File: src/rtl/vector_check_engine.sv
// Vector-driven self-checking engine: fetches stimulus/expected pairs, drives a DUT,
// waits SETTLE cycles and scores the response. Optional macro: VEC_CHECK_STOP_ON_FAIL_EN.
module vector_check_engine #(
  parameter int STIM_W    = 68,
  parameter int RESP_W    = 34,
  parameter int NUM_TESTS = 4,
  parameter int SETTLE    = 1,
  parameter int ADDR_W    = (NUM_TESTS > 1) ? $clog2(NUM_TESTS) : 1,
  parameter int CNT_W     = $clog2(NUM_TESTS + 1)
) (
  input  logic              clk,
  input  logic              rst,
  input  logic              start,
  output logic              mem_rd,
  output logic [ADDR_W-1:0] mem_addr,
  input  logic [STIM_W-1:0] mem_stim,
  input  logic [RESP_W-1:0] mem_exp,
  output logic [STIM_W-1:0] dut_stim,
  input  logic [RESP_W-1:0] dut_resp,
  output logic              busy,
  output logic              done,
  output logic [CNT_W-1:0]  score,
  output logic [CNT_W-1:0]  fail_count,
  output logic              first_fail_vld,
  output logic [ADDR_W-1:0] first_fail_idx
);

  localparam int SW = (SETTLE > 1) ? $clog2(SETTLE) : 1;

  localparam logic [2:0] S_IDLE   = 3'd0;
  localparam logic [2:0] S_FETCH  = 3'd1;
  localparam logic [2:0] S_APPLY  = 3'd2;
  localparam logic [2:0] S_SETTLE = 3'd3;
  localparam logic [2:0] S_CHECK  = 3'd4;
  localparam logic [2:0] S_DONE   = 3'd5;

  logic [2:0]        r_state;
  logic [ADDR_W-1:0] r_idx;
  logic [SW-1:0]     r_settle_cnt;
  logic [RESP_W-1:0] r_exp;
  logic [STIM_W-1:0] r_dut_stim;
  logic              r_mem_rd;
  logic [ADDR_W-1:0] r_mem_addr;
  logic              r_busy;
  logic              r_done;
  logic [CNT_W-1:0]  r_score;
  logic [CNT_W-1:0]  r_fail_count;
  logic              r_ff_vld;
  logic [ADDR_W-1:0] r_ff_idx;

  logic [2:0]        w_next_state;
  logic [ADDR_W-1:0] w_next_idx;
  logic              w_launch;
  logic              w_pass;
  logic              w_last;
  logic              w_stop;

  // An X/Z on the response makes the equality unknown, which falls into the fail branch.
  assign w_pass = (dut_resp == r_exp);
  assign w_last = (r_idx == ADDR_W'(NUM_TESTS - 1));

`ifdef VEC_CHECK_STOP_ON_FAIL_EN
  assign w_stop = ~w_pass;
`else
  assign w_stop = 1'b0;
`endif

  // Next-state and vector-index selection.
  always_comb begin
    w_next_state = r_state;
    w_next_idx   = r_idx;
    w_launch     = 1'b0;
    case (r_state)
      S_IDLE, S_DONE: begin
        if (start) begin
          w_next_state = S_FETCH;
          w_next_idx   = {ADDR_W{1'b0}};
          w_launch     = 1'b1;
        end else begin
          w_next_state = r_state;
        end
      end
      S_FETCH:  w_next_state = S_APPLY;
      S_APPLY:  w_next_state = S_SETTLE;
      S_SETTLE: begin
        if (r_settle_cnt == SW'(SETTLE - 1)) begin
          w_next_state = S_CHECK;
        end else begin
          w_next_state = S_SETTLE;
        end
      end
      S_CHECK: begin
        if (w_last || w_stop) begin
          w_next_state = S_DONE;
        end else begin
          w_next_state = S_FETCH;
          w_next_idx   = r_idx + ADDR_W'(1);
        end
      end
      default: w_next_state = S_IDLE;
    endcase
  end

  // Sequencing state, memory strobe and status flags, all registered off the next state.
  always_ff @(posedge clk or posedge rst) begin
    if (rst) begin
      r_state    <= S_IDLE;
      r_idx      <= {ADDR_W{1'b0}};
      r_mem_rd   <= 1'b0;
      r_mem_addr <= {ADDR_W{1'b0}};
      r_busy     <= 1'b0;
      r_done     <= 1'b0;
    end else begin
      r_state  <= w_next_state;
      r_idx    <= w_next_idx;
      r_mem_rd <= (w_next_state == S_FETCH);
      if (w_next_state == S_FETCH) begin
        r_mem_addr <= w_next_idx;
      end
      r_busy <= (w_next_state == S_FETCH) || (w_next_state == S_APPLY) ||
                (w_next_state == S_SETTLE) || (w_next_state == S_CHECK);
      r_done <= (w_next_state == S_DONE);
    end
  end

  // Stimulus/expected capture and settle timer; dut_stim deliberately holds after a run.
  always_ff @(posedge clk or posedge rst) begin
    if (rst) begin
      r_dut_stim   <= {STIM_W{1'b0}};
      r_exp        <= {RESP_W{1'b0}};
      r_settle_cnt <= {SW{1'b0}};
    end else if (r_state == S_APPLY) begin
      r_dut_stim   <= mem_stim;
      r_exp        <= mem_exp;
      r_settle_cnt <= {SW{1'b0}};
    end else if (r_state == S_SETTLE) begin
      r_settle_cnt <= r_settle_cnt + SW'(1);
    end
  end

  // Scoreboard: cleared on every launch, updated once per vector in CHECK.
  always_ff @(posedge clk or posedge rst) begin
    if (rst) begin
      r_score      <= {CNT_W{1'b0}};
      r_fail_count <= {CNT_W{1'b0}};
      r_ff_vld     <= 1'b0;
      r_ff_idx     <= {ADDR_W{1'b0}};
    end else if (w_launch) begin
      r_score      <= {CNT_W{1'b0}};
      r_fail_count <= {CNT_W{1'b0}};
      r_ff_vld     <= 1'b0;
      r_ff_idx     <= {ADDR_W{1'b0}};
    end else if (r_state == S_CHECK) begin
      if (w_pass) begin
        r_score <= r_score + CNT_W'(1);
      end else begin
        r_fail_count <= r_fail_count + CNT_W'(1);
        if (!r_ff_vld) begin
          r_ff_vld <= 1'b1;
          r_ff_idx <= r_idx;
        end
      end
    end
  end

  assign mem_rd         = r_mem_rd;
  assign mem_addr       = r_mem_addr;
  assign dut_stim       = r_dut_stim;
  assign busy           = r_busy;
  assign done           = r_done;
  assign score          = r_score;
  assign fail_count     = r_fail_count;
  assign first_fail_vld = r_ff_vld;
  assign first_fail_idx = r_ff_idx;

endmodule

File: config.mk
export PLATFORM = sky130hd
export DESIGN_NAME = vector_check_engine
export DESIGN_NICKNAME = d
export VERILOG_FILES = /design/src/rtl/vector_check_engine.sv
export SDC_FILE = /design/constraint.sdc
export NUM_CORES = 1
export LEC_CHECK = 0
export BUFFER_PORTS_ARGS = -buffer_cell sky130_fd_sc_hd__buf_2
export CAP_MARGIN = 10
export CORE_ASPECT_RATIO = 1.2
export CORE_MARGIN = 2
export CORE_UTILIZATION = 49
export CTS_BUF_LIST = sky130_fd_sc_hd__clkbuf_4
export CTS_CLUSTER_SIZE = 10
export DETAILED_ROUTE_END_ITERATION = 7
export GPL_ROUTABILITY_DRIVEN = 0
export PLACE_DENSITY = 0.79
export SLEW_MARGIN = 20
export SYNTH_ARGS = -nofsm -noshare
export SYNTH_HDL_FRONTEND = slang
export SYNTH_SLANG_ARGS = --single-unit
export TNS_END_PERCENT = 50
File: constraint.sdc
create_clock -name clk -period 4.5 [get_ports clk]
set_input_delay 0.45 -clock clk [delete_from_list [all_inputs] [get_ports clk]]
set_output_delay 0.45 -clock clk [all_outputs]
set_load 0.02 [all_outputs]
==> summary.txt, run 1 <==
CTS
  – Total clock sinks: 122
  – Clk buf depth: 2
  – Post-cts sizing count: 0
  – H-tree depth: 4
  – CTS buffer count: 17
  – Hold-fix buffer count after cts: 1
  – Root buf cell: clkbuf_4
  – CTS tree: built
  – Postcts setup bufs: 0
  – Clk Latency, worst-skew pair: 510 ps
  – CTS clk-pin slew, worst paths: 100 ps

Logic synthesis
  – Post-Syn Nets: 486
  – Synth unique cells: 31
  – Post-synthesis sequential area ratio: 60.4%
  – Ys Warns: 0
  – Area of the mapped netlist: 5050 sq um
  – Mapped Cells: 345
  – Post-synthesis register bit count: 122
  – Avg Cell Area, Syn: 14.7 sq um

Status
  – Status: complete, no violations

Drt
  – Via Count: 3597
  – Initial DRC Count: 112
  – Total Routed Length: 11100 microns
  – DRT antenna net count: 0
  – Drt drc: 0
  – DRT Pass-1 Iters: 4
  – Drt wl/cell: 15.6 microns
  – Vias per std cell: 5.03

Cells and area
  – Antenna diode count: 0
  – Post-Layout Cell Count: 715
  – Multi-input gate area: 1920 sq um
  – Final Util: 66.1%
  – # nets final: 717
  – Fraction of layout cells with a size suffix above 1: 59.4%
  – Syn-to-layout area delta: 30.9%
  – Register Area: 3050 sq um
  – Fillers: 810

Die
  – Die height: 115 microns
  – Core Region: 10000 sq um
  – Starting Density: 50.5%
  – Num rows: 40
  – Ports: 221
  – Die Area: 11100 sq um
  – Width of the die: 96.7 microns

Critical path
  – Worst Path Required: 4890 ps
  – Crit-path cells: nand2b_1, nor2_4, buf_12, mux2_2
  – Data arrival, critical path: 2810 ps
  – Reg2reg start: r_state[2]$_DFF_PP0_
  – Crit end category: flip-flop
  – CP Class: flip-flop to flip-flop
  – CP max FO: 69
  – CP startpoint kind: flip-flop
  – Slowest library cell on the worst path: nor2_4
  – Critical path's top delay family: simple AND/OR/NAND/NOR gates
  – Buf+Inv Stages, Crit Path: 1
  – Beginning of the critical path: r_state[2]$_DFF_PP0_
  – Slowest cell delay on critical path: 760 ps

Power and ir drop
  – Power Density: 767 nW/um^2
  – Peak VDD IR: 0.377 mV
  – Leak Pwr: 3.18 nW

STA
  – Slew HR: 35.1%
  – Maximum clock frequency: 414 MHz
  – # setup viols final: 0
  – RSZ-0062 raised after global routing: false
  – Tcrit/Tclk final: 53.6%
  – Worst hold slack: 149 ps
  – Final worst slack: 2090 ps
  – TNS Setup: 0 ps
  – Hold Vio Cnt, Final: 0
  – Fin Clk Skew: 15.8 ps
  – Min Tclk post-route: 2410 ps
  – Fin. max-slew vios: 0
  – Slew @ Worst Pin: 972 ps

Placed design
  – IO buf count: 220
  – # placed instances: 682
  – DP HPWL: 8380 microns
  – Dpl ws: 2090 ps

Hold path
  – Hold path startpoint: mem_stim[53]
  – Worst hold path class: input pin to flip-flop

Global routing
  – Initial antenna violation count: 0
  – First-pass GRT wire length: 18000 microns
  – All-Layer GR Usage: 20.6%
  – Vias in the first global route: 3874
  – Largest net degree at the start of global routing: 70
  – Total grt overflow: 0

Job
  – Max Cap Viol: 0
==> metal layers <==
metal	global-route usage [%]	share of wire, %	routed length [microns]
met3	7.48	7.6	844
met2	34.6	52	5730
met5	0	0	0
met1	23.9	38	4270
met4	9.67	2.5	274
==> layout by cell type, fill, tap and decap left out, types with 5 or more instances in the layout <==
cell type	instances
nand2b_1	5
a21oi_1	5
nand4_1	7
xnor2_1	35
inv_1	5
buf_2	220
nand2_1	7
clkbuf_4	21
nor2_1	9
mux2_2	89
dfrtp_1	122
mux2_1	15
==> flip-flops by register name, indices dropped and copies added, names as in the netlist <==
signal	count
first_fail_vld	1
busy	1
r_settle_cnt	1
mem_rd	1
r_exp	34
done	1
score	3
r_idx	2
r_state	3
dut_stim	68
mem_addr	2
fail_count	3
first_fail_idx	2
==> cell type report <==
class / count / share of cell area [%]
flip-flops and latches: 122 / 46.1
multi-input cells: 204 / 29.1
repair buffers: 224 / 17.3
clock buffers: 21 / 2.38
well taps: 126 / 2.38
clock inverters: 11 / 2.29
inverters: 7 / 0.435
==> synth_stat cells <==
| library cell | instances | area (sq um) |
|---|---|---|
| nor2_4 | 1 | 11.3 |
| mux2i_1 | 3 | 30.0 |
| and2_1 | 1 | 6.26 |
| or3_1 | 1 | 6.26 |
| buf_2 | 12 | 60.1 |
| inv_2 | 1 | 3.75 |
| a211oi_1 | 1 | 7.51 |
| mux2_2 | 89 | 1000 |
| nor2b_1 | 2 | 12.5 |
| o22ai_1 | 1 | 6.26 |
| o21ai_0 | 3 | 15.0 |
| a21oi_1 | 5 | 25.0 |
| xnor2_1 | 35 | 307 |
| xor2_1 | 3 | 26.3 |
| nand3_1 | 1 | 5.00 |
| ha_1 | 2 | 25.0 |
| dfrtp_1 | 122 | 3050 |
| nand4_2 | 2 | 25.0 |
| nor3_2 | 2 | 20.0 |
| a31oi_1 | 2 | 12.5 |
| nand4_1 | 7 | 43.8 |
| mux2_1 | 15 | 169 |
| a32o_1 | 1 | 10.0 |
| inv_1 | 6 | 22.5 |
| nor2_1 | 10 | 37.5 |
| a21bo_1 | 1 | 10.0 |
| nand2_1 | 7 | 26.3 |
| nand2b_1 | 5 | 31.3 |
| nand3b_1 | 2 | 15.0 |
| o221ai_1 | 1 | 8.76 |
| nor4_4 | 1 | 21.3 |
==> stage by stage <==
step	power (mW)	instance area, sq um
after floorplan	3.61	5050
after global placement	4.18	6300
after detailed placement	4.29	6300
after CTS	5.14	6620
after global routing	5.40	6620
final	5.07	6620
==> worst paths after layout <==
path	slack, ps	end	cells after the start
max	2090	r_exp[22]$_DFFE_PP0P_	4
min	150	dut_stim[53]$_DFFE_PP0P_	2
max in group asynchronous	3060	dut_stim[9]$_DFFE_PP0P_	4
min in group asynchronous	530	dut_stim[40]$_DFFE_PP0P_	3
max reg2reg	2090	r_exp[22]$_DFFE_PP0P_	4
min reg2reg	490	dut_stim[49]$_DFFE_PP0P_	1
==> where the power goes <==
part / total, mW / switching (mW) / internal [mW]
registers: 1.96 / 0.321 / 1.64
clock network: 0.835 / 0.377 / 0.457
logic: 2.28 / 1.18 / 1.10
==> logic make-up after synthesis <==
| logic type | Yosys count | synth area share (%) |
|---|---|---|
| compound gates | 15 | 1.88 |
| xor+xnor | 38 | 6.58 |
| fa+ha+maj | 2 | 0.495 |
| buf+inv | 19 | 1.71 |
| flops | 122 | 60.4 |
| mux | 107 | 23.8 |
| simple gates | 42 | 5.17 |
==> worst register-to-register path, cell delays in order, from the launching register on <==
cell and delay [ps]:
dfrtp_1 440, nand2b_1 240, nor2_4 760, buf_12 400
mux2_2 470
Note: power is estimated with default switching activity, not from simulation.
==> run 2: changes to the inputs <==
CORE_UTILIZATION = 44   (was 49)
PLACE_DENSITY = 0.75   (was 0.79)
clock period = 1.95 ns   (was 4.5 ns; I/O delays follow)
==> run 2 against run 1 <==
First-iteration DRC count shrank 9.8%. Core utilization up 3.3 points. Worst setup slack worse by 2000 ps. Register-to-register slack worse by 2000 ps. Clock power grew 110%. Highest routed layer unchanged.
==> summary.txt, run 2 (same netlist as run 1, synthesis figures left out) <==
Status
  – Status: complete, no violations

Job
  – Max Cap Viol: 0

Critical path
  – Data arrival, critical path: 2300 ps
  – CP max FO: 5
  – CP Class: flip-flop to flip-flop
  – Crit end category: flip-flop
  – CP startpoint kind: flip-flop
  – Worst Path Required: 2390 ps

STA
  – # setup viols final: 0
  – Final worst slack: 85.4 ps
  – Hold Vio Cnt, Final: 0
  – Min Tclk post-route: 1860 ps
  – Fin Clk Skew: 14.7 ps
  – Slew HR: 56.6%
  – RSZ-0062 raised after global routing: true
  – Maximum clock frequency: 536 MHz
  – Slew @ Worst Pin: 650 ps
  – TNS Setup: 0 ps
  – Fin. max-slew vios: 0
  – Tcrit/Tclk final: 95.6%

Drt
  – Met1 WL: 4930 microns
  – Total Routed Length: 13300 microns
  – Drt drc: 0
  – DRT Pass-1 Iters: 4
  – WL met3: 836 microns
  – Via Count: 4027
  – DRT antenna net count: 0
  – Met2 WL: 7210 microns
  – Initial DRC Count: 101
  – Drt wl/cell: 15.6 microns
  – Vias per std cell: 4.73
  – Highest metal used: met4

Hold path
  – Worst hold path class: input pin to flip-flop

Cells and area
  – Most frequent cells in the layout: 220 x buf_2, 122 x dfrtp_1, 103 x dlygate4sd3_1, 89 x mux2_2, 35 x xnor2_1
  – Syn-to-layout area delta: 53.1%
  – Fillers: 823
  – Fraction of layout cells with a size suffix above 1: 51.4%
  – # nets final: 826
  – Post-Layout Cell Count: 851
  – Largest register FFs: 68
  – Commonest non-fill, non-tap cell in the layout: buf_2

Global routing
  – Largest net degree at the start of global routing: 123
  – First-pass GRT wire length: 20700 microns
  – Vias in the first global route: 4359
  – Initial antenna violation count: 0
  – Total grt overflow: 0
  – All-Layer GR Usage: 21.9%

Die
  – Num rows: 42
  – Ports: 221
  – Width of the die: 102 microns
  – Die Area: 12400 sq um
  – Die height: 121 microns
  – Starting Density: 45.4%
  – Core Region: 11100 sq um

Placed design
  – Dpl ws: 52.6 ps
  – DP HPWL: 8150 microns
  – # placed instances: 713
  – IO buf count: 220

Power and ir drop
  – Total Power: 11.9 mW
  – Seq pwr share: 38.1%
  – Leak Pwr: 3.63 nW
  – NetSw: 4.47 mW
  – Internal cell power: 7.45 mW
  – Power Density: 1540 nW/um^2
  – Switching Share: 37.5%
  – Comb pwr share: 47.0%
  – Clock share of power: 14.9%
  – Peak VDD IR: 0.863 mV

CTS
  – Total clock sinks: 122
  – CTS tree: built
  – CTS buffer count: 17
  – Root buf cell: clkbuf_4
  – Clk Latency, worst-skew pair: 510 ps
  – Clk buf depth: 2
  – CTS clk-pin slew, worst paths: 110 ps
  – H-tree depth: 4
==> run 2: timing repair <==
action / in CTS / in global routing
hold buffers: 103 / 0
endpoints found under the setup margin: 0 / 4
hold endpoints to repair: 224 / 0
buffers inserted: 0 / 4
gates resized for setup: 0 / 3
==> run 2: stage by stage <==
step	hold WS, ps	cell area, sq um	utilization [%]
6_report	131	7740	69.5
5_1_grt	104	7730	69.4
4_1_cts	93.5	7690	69.0
3_5_place_dp	417	6380	57.3
3_3_place_gp	413	6380	57.3
2_1_floorplan	330	5060	-
==> run 2: worst max-delay path, stage by stage (launching register included) <==
cell and delay, ps:
dfrtp_1 400, xnor2_1 150, nand4_1 190, nor4_4 390, buf_4 180, a31oi_4 110
nand2b_1 160, mux2i_1 200
==> run 2: path summary, 6_finish.rpt <==
kind	startpoint	end	slack, ps	cells past startpoint
setup reg to reg	r_exp[17]$_DFFE_PP0P_	first_fail_idx[1]$_DFFE_PP0P_	90	7
hold / removal	start	r_idx[1]$_DFF_PP0_	130	4
max in group asynchronous	rst	dut_stim[32]$_DFFE_PP0P_	1030	4
setup / recovery	r_exp[17]$_DFFE_PP0P_	first_fail_idx[1]$_DFFE_PP0P_	90	7
hold reg to reg	dut_stim[40]$_DFFE_PP0P_	dut_stim[40]$_DFFE_PP0P_	490	1
min in group asynchronous	rst	dut_stim[61]$_DFFE_PP0P_	420	4
==> run 2: layout make-up <==
cell class	instances	area, sq um	share of cell area (%)
inverters	7	30.0	0.388
multi-input cells	204	1940	25.1
clock buffers	19	143	1.84
clock inverters	11	130	1.68
repair buffers	333	2240	29.0
flip-flops and latches	122	3050	39.5
well taps	154	193	2.49
diodes	1	2.50	0.0323
==> run 2: metal layers <==
metal  vias to the layer above  global-route usage (%)
met5                         -                       0
met4                         0                    8.50
met1                      1968                    23.5
li1                       1888                       -
met3                        25                    7.14
met2                       146                    39.3
==> run 2: power by group through the flow <==
stage / Clock [mW] / Sequential (mW) / Combinational, mW
CTS: 1.85 / 4.53 / 5.59
global route: 1.98 / 4.69 / 6.01
detailed placement: 0 / 4.57 / 5.43
global placement: 0 / 4.49 / 5.29
floorplan: 0 / 5.46 / 2.87
finish: 1.78 / 4.54 / 5.60
==> run 3: changes to the inputs <==
ABC_AREA = 1   (was unset)
CORE_UTILIZATION = 45   (was 44)
==> run 3 against run 2 <==
Non-clock buffer count is 6 lower. Synthesized cell count is 43% higher. Register-to-register slack better by 160 ps. Combinational power is 5.5% higher. Clock-buffer cell count is 1 lower. Worst setup slack better by 160 ps. Core utilization is 1.5 points lower. Wire length is 17% higher. Via count is 18% higher. Global-route usage is 2.8 points higher. Clock skew is 2.4 ps higher. First-iteration DRC count is 48% higher.
==> summary.txt, run 3 <==
Global routing
  – Largest net degree at the start of global routing: 72
  – Vias in the first global route: 5411
  – Total grt overflow: 0
  – Initial antenna violation count: 1
  – All-Layer GR Usage: 24.7%
  – First-pass GRT wire length: 25100 microns

Power and ir drop
  – NetSw: 5.00 mW
  – Seq pwr share: 36.3%
  – Leak Pwr: 4.08 nW
  – Total Power: 12.5 mW
  – Peak VDD IR: 0.955 mV
  – Clock share of power: 16.3%
  – Comb pwr share: 47.5%
  – Internal cell power: 7.46 mW
  – Switching Share: 40.1%
  – Power Density: 1530 nW/um^2

Drt
  – Via Count: 4771
  – Vias per std cell: 4.77
  – Initial DRC Count: 149
  – DRT Pass-1 Iters: 4
  – Total Routed Length: 15500 microns
  – Drt drc: 0
  – DRT antenna net count: 0
  – Drt wl/cell: 15.5 microns

Critical path
  – Slowest cell delay on critical path: 450 ps
  – CP max FO: 46
  – Beginning of the critical path: r_state[2]$_DFF_PP0_
  – RR Endpoint: r_exp[8]$_DFFE_PP0P_
  – Cell depth of the worst setup path: 4
  – Buf+Inv Stages, Crit Path: 1
  – CP Class: flip-flop to flip-flop
  – Crit path to: r_exp[8]$_DFFE_PP0P_
  – Crit end category: flip-flop
  – CP startpoint kind: flip-flop
  – Data arrival, critical path: 2080 ps
  – Crit-path cells: nor2_1, nand2_4, buf_12, mux2_2
  – R2R setup slack: 250 ps
  – Worst Path Required: 2330 ps
  – Worst Reg-to-Reg Cells: 4
  – Slowest library cell on the worst path: dfrtp_1
  – Reg2reg start: r_state[2]$_DFF_PP0_
  – Critical path's top delay family: simple AND/OR/NAND/NOR gates

Die
  – Core Region: 11900 sq um
  – Starting Density: 45.6%
  – Die height: 125 microns
  – Die Area: 13000 sq um
  – Ports: 221
  – Width of the die: 104 microns
  – Num rows: 44

Cells and area
  – Most frequent cells in the layout: 220 x buf_2, 122 x dfrtp_1, 103 x dlygate4sd3_1, 89 x mux2_2, 76 x nand2_1
  – Final Util: 67.9%
  – Fraction of layout cells with a size suffix above 1: 42.9%
  – Largest register FFs: 68
  – Commonest non-fill, non-tap cell in the layout: buf_2
  – # nets final: 967
  – Syn-to-layout area delta: 49.0%
  – Finished Cell Area: 8120 sq um
  – Post-Layout Cell Count: 1001

STA
  – Maximum clock frequency: 588 MHz
  – # setup viols final: 0
  – RSZ-0062 raised after global routing: false
  – Hold Vio Cnt, Final: 0
  – Slew @ Worst Pin: 637 ps
  – Min Tclk post-route: 1700 ps
  – Tcrit/Tclk final: 87.2%
  – Fin Clk Skew: 17.1 ps
  – Fin. max-slew vios: 0
  – TNS Setup: 0 ps
  – Slew HR: 57.5%

Placed design
  – DP HPWL: 10300 microns
  – IO buf count: 220
  – # placed instances: 865
  – DP Area: 6750 sq um

Logic synthesis
  – Synth unique cells: 29
  – Post-synth EDFFs: 0
  – Post-synth top cells: 122 x dfrtp_1, 89 x mux2_2, 77 x nand2_1
  – Post-Syn Nets: 633
  – Area share of the largest cell type after synthesis: 56.1%
  – Area of the mapped netlist: 5450 sq um
  – Post-synthesis sequential area ratio: 56.1%
  – Dominant cell by count in the synthesized netlist: dfrtp_1
  – Avg Cell Area, Syn: 11.1 sq um
  – Ys async rst share: 100%
  – Biggest area consumer among synthesized cells: dfrtp_1
  – Post-synthesis register bit count: 122
  – Synth top area cells: dfrtp_1 56%, mux2_2 18%, nand2_1 5.3%
  – Post-synth top flop: dfrtp_1
  – Mapped Cells: 492
  – Ys Warns: 0

CTS
  – Clk buf depth: 2
  – CTS buffer count: 17
  – H-tree depth: 4
  – Clk Latency, worst-skew pair: 510 ps
  – CTS clk-pin slew, worst paths: 110 ps
  – Postcts setup bufs: 0
  – Total clock sinks: 122
  – Root buf cell: clkbuf_4
  – CTS tree: built

Job
  – Max Cap Viol: 0

Status
  – Status: complete, no violations

Hold path
  – Worst hold path class: input pin to flip-flop
  – Hold path startpoint: start
run 3: changes by cell type in the layout (fill, tap and decap cells not counted), moves of 13 or more:
cell	delta
nand2_1	+69
nor2_1	+40
inv_1	+34
xnor2_1	-18
mux2_1	-15
o21ai_0	+14
a21oi_1	+13
run 3: what timing repair did:
action	4_1_cts	5_1_grt
hold buffers	103	0
endpoints found under the setup margin	0	2
gates resized for setup	0	1
endpoints found under the hold margin	224	0
run 3: through the flow:
stage | setup slack, ps | hold slack, ps
floorplan | 258 | 345
global placement | 287 | 340
detailed placement | 207 | 343
CTS | 180 | 16.2
global route | 57.6 | 20.3
finish | 249 | 58.0
run 3: how the worst min path moves through the flow:
stage | end | cells after the start
3_5_place_dp | dut_stim[13]$_DFFE_PP0P_ | 3
4_1_cts | score[0]$_DFFE_PP0P_ | 4
5_1_grt | score[0]$_DFFE_PP0P_ | 4
3_3_place_gp | dut_stim[13]$_DFFE_PP0P_ | 3
6_report | score[0]$_DFFE_PP0P_ | 4
2_1_floorplan | r_exp[10]$_DFFE_PP0P_ | 1
run 3: cells by family after synthesis:
family                     after synthesis  share of synthesized area [%]
adders and majority gates                2                          0.459
xor gates and xnor gates                29                           4.66
and+or+nand+nor                        161                           12.8
DFF                                    122                           56.1
AOI/OAI and AO/OA                       36                           3.35
buffers and inverters                   53                           4.30
muxes                                   89                           18.4
run 3: cell type report:
cell class	instances	area [sq um]
inverter	41	158
antenna	1	2.50
timing repair buffer	327	2200
fill	882	3830
sequential	122	3050
clock inverter	14	195
multi-input combinational	317	2170
tap	161	201
clock buffer	18	135
run 3: power by group through the flow:
| stage | Sequential, mW | Clock [mW] | Combinational (mW) |
|---|---|---|---|
| after floorplan | 5.41 | 0 | 3.12 |
| after global placement | 4.45 | 0 | 5.55 |
| after detailed placement | 4.53 | 0 | 5.72 |
| after CTS | 4.48 | 2.07 | 5.89 |
| after global routing | 4.65 | 2.20 | 6.39 |
| final | 4.52 | 2.02 | 5.91 |
run 3: worst reg2reg max path: cells and delay by family (launching register included):
| family | cells | cell delay (ps) |
|---|---|---|
| muxes | 1 | 330 |
| and+or+nand+nor | 2 | 540 |
| buffers and inverters | 1 | 270 |
| DFF | 1 | 450 |
run 3: per-layer routing:
metal / part of all wire, % / GRT usage [%] / vias up
li1: - / - / 2279
met1: 36 / 25.4 / 2261
met2: 54 / 45.2 / 182
met3: 5.3 / 6.54 / 49
met4: 4.0 / 13.0 / 0
met5: 0 / 0 / -
